$ cat src/rtl/approx_mult_iter_if.sv
// rtl/approx_mult_iter_if.sv - operand/result handshake bundle for the iterative approximate multiplier
interface approx_mult_iter_if #(
  parameter int WIDTH = 8
);
  logic                 in_valid;
  logic                 in_ready;
  logic [WIDTH-1:0]     in_a;
  logic [WIDTH-1:0]     in_b;
  logic [1:0]           in_mode;
  logic                 out_valid;
  logic                 out_ready;
  logic [2*WIDTH-1:0]   out_product;
  logic                 out_err_nz;

  modport master (
    output in_valid, in_a, in_b, in_mode, out_ready,
    input  in_ready, out_valid, out_product, out_err_nz
  );

  modport slave (
    input  in_valid, in_a, in_b, in_mode, out_ready,
    output in_ready, out_valid, out_product, out_err_nz
  );
endinterface

$ cat src/rtl/approx_mult_iter.sv
// rtl/approx_mult_iter.sv - iterative partial-product tree multiplier with OR-carry cells and error recovery
module approx_mult_iter #(
  parameter int WIDTH = 8
) (
  input  logic             clk,
  input  logic             rst,
  approx_mult_iter_if.slave bus
);
  localparam int PW = 2 * WIDTH;
  localparam int L  = $clog2(WIDTH);
  localparam int LW = $clog2(L + 1);
  localparam logic [LW-1:0] LAST = LW'(L - 1);

  typedef enum logic [1:0] {IDLE, REDUCE, FINAL, DONE} state_t;

  state_t          state;
  logic [PW-1:0]   rows      [WIDTH];
  logic [PW-1:0]   next_rows [WIDTH];
  logic [PW-1:0]   err_acc;
  logic [PW-1:0]   lvl_err;
  logic [LW-1:0]   lvl;
  logic            approx;
  logic            recover;

  // The cell only propagates a carry one position; a carry that would
  // also collide with a set sum bit is lost and shows up in the error vector.
  function automatic logic [PW-1:0] short_carry(input logic [PW-1:0] x, input logic [PW-1:0] y);
    return {x[PW-2:0] & y[PW-2:0], 1'b0};
  endfunction

  function automatic logic [PW-1:0] cell_sum(input logic [PW-1:0] x, input logic [PW-1:0] y);
    return (x ^ y) | short_carry(x, y);
  endfunction

  function automatic logic [PW-1:0] cell_err(input logic [PW-1:0] x, input logic [PW-1:0] y);
    return (x ^ y) & short_carry(x, y);
  endfunction

  // Rows beyond the active count are zero, so reducing the whole bank every
  // level is harmless: zero pairs produce zero sums and zero error.
  always_comb begin
    lvl_err = '0;
    for (int k = 0; k < WIDTH; k++) begin
      next_rows[k] = '0;
    end
    for (int k = 0; k < WIDTH / 2; k++) begin
      if (approx) begin
        next_rows[k] = cell_sum(rows[2*k], rows[2*k+1]);
        lvl_err      = lvl_err + cell_err(rows[2*k], rows[2*k+1]);
      end else begin
        next_rows[k] = rows[2*k] + rows[2*k+1];
      end
    end
  end

  always_ff @(posedge clk) begin
    if (rst) begin
      state           <= IDLE;
      err_acc         <= '0;
      lvl             <= '0;
      approx          <= 1'b0;
      recover         <= 1'b0;
      bus.in_ready    <= 1'b1;
      bus.out_valid   <= 1'b0;
      bus.out_product <= '0;
      bus.out_err_nz  <= 1'b0;
      for (int j = 0; j < WIDTH; j++) begin
        rows[j] <= '0;
      end
    end else begin
      case (state)
        IDLE: begin
          if (bus.in_valid) begin
            approx       <= (bus.in_mode != 2'd0);
            recover      <= (bus.in_mode == 2'd2);
            err_acc      <= '0;
            lvl          <= '0;
            bus.in_ready <= 1'b0;
            state        <= REDUCE;
            for (int j = 0; j < WIDTH; j++) begin
              rows[j] <= bus.in_b[j] ? (PW'(bus.in_a) << j) : '0;
            end
          end
        end
        REDUCE: begin
          for (int j = 0; j < WIDTH; j++) begin
            rows[j] <= next_rows[j];
          end
          err_acc <= err_acc + lvl_err;
          lvl     <= lvl + 1'b1;
          if (lvl == LAST) begin
            state <= FINAL;
          end
        end
        FINAL: begin
          bus.out_product <= recover ? (rows[0] + err_acc) : rows[0];
          bus.out_err_nz  <= (err_acc != '0);
          bus.out_valid   <= 1'b1;
          state           <= DONE;
        end
        DONE: begin
          if (bus.out_ready) begin
            bus.out_valid <= 1'b0;
            bus.in_ready  <= 1'b1;
            state         <= IDLE;
          end
        end
        default: state <= IDLE;
      endcase
    end
  end
endmodule

$ cat src/flat_wrapper.sv
// flat-port wrapper written by rule: the top's interface ports become plain ports
module approx_mult_iter_flat 
#(
  parameter int WIDTH = 8
)
  (clk, rst, bus_in_valid, bus_in_a, bus_in_b, bus_in_mode, bus_out_ready, bus_in_ready, bus_out_valid, bus_out_product, bus_out_err_nz);
  approx_mult_iter_if #(.WIDTH(WIDTH)) bus_i ();
  input  logic clk;
  input  logic rst;
  input wire logic [$bits(bus_i.in_valid)-1:0] bus_in_valid;
  input wire logic [$bits(bus_i.in_a)-1:0] bus_in_a;
  input wire logic [$bits(bus_i.in_b)-1:0] bus_in_b;
  input wire logic [$bits(bus_i.in_mode)-1:0] bus_in_mode;
  input wire logic [$bits(bus_i.out_ready)-1:0] bus_out_ready;
  output wire logic [$bits(bus_i.in_ready)-1:0] bus_in_ready;
  output wire logic [$bits(bus_i.out_valid)-1:0] bus_out_valid;
  output wire logic [$bits(bus_i.out_product)-1:0] bus_out_product;
  output wire logic [$bits(bus_i.out_err_nz)-1:0] bus_out_err_nz;
  assign bus_i.in_valid = bus_in_valid;
  assign bus_i.in_a = bus_in_a;
  assign bus_i.in_b = bus_in_b;
  assign bus_i.in_mode = bus_in_mode;
  assign bus_i.out_ready = bus_out_ready;
  assign bus_in_ready = bus_i.in_ready;
  assign bus_out_valid = bus_i.out_valid;
  assign bus_out_product = bus_i.out_product;
  assign bus_out_err_nz = bus_i.out_err_nz;
  approx_mult_iter #(.WIDTH(WIDTH)) u_core (.clk(clk), .rst(rst), .bus(bus_i));
endmodule
$ cat config.mk
export PLATFORM = sky130hd
export DESIGN_NAME = approx_mult_iter_flat
export DESIGN_NICKNAME = d
export VERILOG_FILES = /design/src/rtl/approx_mult_iter_if.sv /design/src/rtl/approx_mult_iter.sv /design/src/flat_wrapper.sv
export SDC_FILE = /design/constraint.sdc
export NUM_CORES = 1
export LEC_CHECK = 0
export CAP_MARGIN = 20
export CORE_UTILIZATION = 50
export DETAILED_ROUTE_END_ITERATION = 8
export PLACE_DENSITY = 0.7
export SLEW_MARGIN = 20
export SYNTH_ARGS = -nofsm -noshare
export SYNTH_HDL_FRONTEND = slang
export SYNTH_SLANG_ARGS = --single-unit
$ cat constraint.sdc
create_clock -name clk -period 5.83 [get_ports clk]
set_clock_uncertainty 0.15 [all_clocks]
set_input_delay 1.166 -clock clk [delete_from_list [all_inputs] [get_ports clk]]
set_output_delay 1.166 -clock clk [all_outputs]
set_load 0.01 [all_outputs]
==> results.cfg <==
[status]
status = finished clean

[sta]
setup_viol = 0
tightest_slew_ns = 0.924
final_max_slew_viol_count = 0
setup-tns-final_ns = 0
fin_crit_sh = 0.964
min_period_ns = 5.62
timing.fmax_mhz = 178
relSlewSlack = 0.383
grt_setup_unrepaired = true
hold_violations = 0

[clock_tree]
clk_pin_slew_worst_paths_ns = 0.06
htreeDepth = 4
cts.path.max_buffers = 2
clock-root-buffer = clkbuf_16
numCtsBuffers = 17
cts_tree = built
cts.sinks = 127
clock_latency_ns = 0.43

[synthesis]
synth_edf_count = 48
synth_cells = 1066
ys_seq_elements = 127
synth_top_area_frac = 0.171
syn-num-nets = 1199
synth_area_per_cell_um2 = 8.66
synth.distinct_cells = 67
synth_flop_cell = dfxtp_1
ys_top_cells_by_area = dfxtp_1 17%, edfxtp_1 16%, ha_1 14%, a21oi_1 6.0%, nor2_1 4.3%
synth_area_leader_cell = dfxtp_1
yosysSeqAreaShare = 0.328
synthArstFlopShare = 0
netlist_area_um2 = 9230
synth_warnings = 0

[worst_setup_path]
worstPathCellList = ha_4, ha_1, ha_2, fa_2, maj3_2, a21oi_2, o21bai_4, xnor2_1, nor2_1, ha_1, a21oi_2, xor2_1, nor2_2, fa_2, and2_1, ha_1, and2_1, o21ai_1, o21ai_2, o41ai_4, o21a_1, nor3_1, o21bai_1, nand3_1
r2r_end = u_core.err_acc[15]
cpMostUsedCell = ha_1
path_class = register to register
max_stage_delay_ns = 0.45
path_max_fanout = 4
cp-startpoint = u_core.rows[0][36]
regToRegStartpoint = u_core.rows[0][36]
critPathSlowestCell = fa_2
crit_arrival_ns = 5.79
worstSetupEndpointType = register
r2r_slack_ns = 0.21
reg2reg_depth = 24
required_ns = 5.99
start_kind = register
critPathCapture = u_core.err_acc[15]

[placed_design]
place.port_buffers = 40
dpl.hpwl_um = 15800
gp_congestion = 0.827

[floorplan]
core-area_um2 = 18000
die_w_um = 138
row_count = 49
dieArea_um2 = 19000
die_h_um = 138
start_util = 0.512
ios = 41

[detailed_routing]
post_drt_wl_per_cell_um = 16.7
wirelength_um = 22200
antenna_left = 0
drc = 0
drtIter0Drc = 390
viasPerCell = 5.77
vias = 7658
first_pass_iters = 5

[finish]
antennaDiodeCount = 0
syn_to_final_growth_pct = 14.9
drive_above_1_share = 0.0820
num-nets-final = 1218
fill_cells = 1619

[global_routing]
grt_pass1_vias = 7209
track_usage = 0.243
grt_start_max_net_pins = 54
antenna_found_initial = 0
grt-ovfl-total = 0
grt_pass1_wl_um = 35400

[power]
p_sw_uw = 1450
p_leak_uw = 0.00451
fin_total_pwr_uw = 4000
swShare = 0.364
seq_power_share = 0.333
combPwrFrac = 0.378
power.density_nw_per_um2 = 377
internal-power_uw = 2550
clkPwrFrac = 0.289
irDropWorstVdd_mv = 0.317

[job]
cap_violations = 0

[min_path]
hold_path.class = register to register
==> flip-flops by register name, indices dropped and copies added, names as in the netlist <==
register / flops
u_core.approx: 1
u_core.bus.in_ready: 1
u_core.bus.out_err_nz: 1
u_core.bus.out_product: 16
u_core.bus.out_valid: 1
u_core.err_acc: 14
u_core.lvl: 2
u_core.recover: 1
u_core.rows: 88
u_core.state: 2
==> layer usage <==
layer  part of all wire  GRT usage  up-vias
met1               0.47      0.310     3571
li1                   -          -     3882
met5                  0          0        -
met2               0.47      0.412      169
met4              0.022     0.0876        0
met3              0.038     0.0402       36
==> synth_stat cells, types with 22 or more instances <==
library cell and instances:
a21oi_1 111, nor2_1 106, ha_1 103, dfxtp_1 79, nand2_1 76, clkbuf_1 49
edfxtp_1 48, inv_1 40, nand3_1 40, and2_1 39, xnor2_1 39, o21ai_0 38
a211oi_1 24, mux2i_1 24, a21o_1 22, and3_1 22
==> worst min path at each step <==
stage | depth (start not counted) | startpoint | end | slack, ns
3_3_place_gp | 2 | u_core.rows[0][88] | u_core.rows[0][88] | 0.29
5_1_grt | 2 | u_core.rows[0][103] | u_core.rows[0][103] | 0.33
6_report | 2 | u_core.rows[0][106] | u_core.rows[0][106] | 0.30
2_1_floorplan | 2 | u_core.rows[0][68] | u_core.rows[0][68] | 0.28
4_1_cts | 2 | u_core.rows[0][68] | u_core.rows[0][68] | 0.30
3_5_place_dp | 2 | u_core.rows[0][68] | u_core.rows[0][68] | 0.30
==> repair_timing <==
action	CTS	global route
endpoints found under the setup margin	1	4
gates resized for setup	2	27
buffers inserted	0	6
hold buffers	0	0
pin swaps	0	20
==> power groups by stage <==
| stage | combinational, µW | clock [µW] | sequential [µW] |
|---|---|---|---|
| final | 1510 | 1160 | 1330 |
| after global routing | 1690 | 1200 | 1360 |
| after CTS | 1470 | 1170 | 1320 |
| after detailed placement | 1450 | 0 | 1340 |
| after global placement | 1430 | 0 | 1330 |
| after floorplan | 1070 | 0 | 1310 |
==> worst max-delay path, delay by kind of cell, from the launching register on <==
family                     cells  cell delay [ns]
AOI/OAI and AO/OA              8             1.50
xor gates and xnor gates       2             0.30
adders and majority gates      8             2.48
DFF                            1             0.44
and+or+nand+nor                6             0.62
==> stage by stage <==
step | utilization | setup slack, ns | hold WS, ns | area (µm²) | cells
3_5_place_dp | 0.543 | 0.0360 | 0.296 | 9780 | 1289
6_report | 0.588 | 0.207 | 0.304 | 10600 | 1327
5_1_grt | 0.588 | -0.0600 | 0.327 | 10600 | 1327
3_3_place_gp | 0.543 | 0.116 | 0.293 | 9780 | 1289
2_1_floorplan | - | 0.0968 | 0.282 | 9230 | 1066
4_1_cts | 0.578 | 0.0101 | 0.304 | 10400 | 1321
==> area by class of cell <==
| type | count | area (µm²) | share of cell area |
|---|---|---|---|
| Sequential cell | 127 | 3020 | 0.285 |
| Inverter | 41 | 154 | 0.0145 |
| Timing Repair Buffer | 59 | 538 | 0.0507 |
| Multi-Input combinational cell | 839 | 5970 | 0.563 |
| Clock inverter | 13 | 193 | 0.0182 |
| Clock buffer | 19 | 443 | 0.0418 |
| Tap cell | 229 | 287 | 0.0270 |
==> cell families (layout without fill, tap and decap cells) <==
| group | Yosys count | in the layout | share of synthesized area |
|---|---|---|---|
| and+or+nand+nor | 350 | 350 | 0.184 |
| DFF | 127 | 127 | 0.328 |
| AOI/OAI and AO/OA | 294 | 294 | 0.206 |
| muxes | 24 | 24 | 0.0260 |
| adders and majority gates | 113 | 113 | 0.159 |
| xor gates and xnor gates | 58 | 58 | 0.0558 |
| buffers and inverters | 100 | 132 | 0.0416 |
==> layout by cell type, fill, tap and decap left out, types with 4 or more instances in the layout <==
master           instances
and3_1                  21
o21ai_0                 35
ha_1                    98
nor4b_1                  4
a22o_1                  18
mux2i_1                 24
nand2_1                 75
nand3b_1                 5
nor2_1                 102
o21bai_1                17
nor3_1                  21
dfxtp_1                 78
nand2b_1                 7
a21o_1                  22
xor2_1                  18
clkdlybuf4s50_1         39
o21a_1                   5
a21oi_2                  7
and2_1                  39
a21oi_1                105
a22oi_1                 15
xnor2_1                 38
o31ai_1                  5
o21ai_1                  6
fa_1                     6
buf_4                   19
nor4_1                   4
nor2_2                   4
ha_4                     4
bufinv_16                5
o211ai_1                 4
nand3_1                 40
edfxtp_1                48
nor2b_1                  9
clkbuf_16               17
a211oi_1                24
inv_1                   39
(Power assumes the default switching activity.)
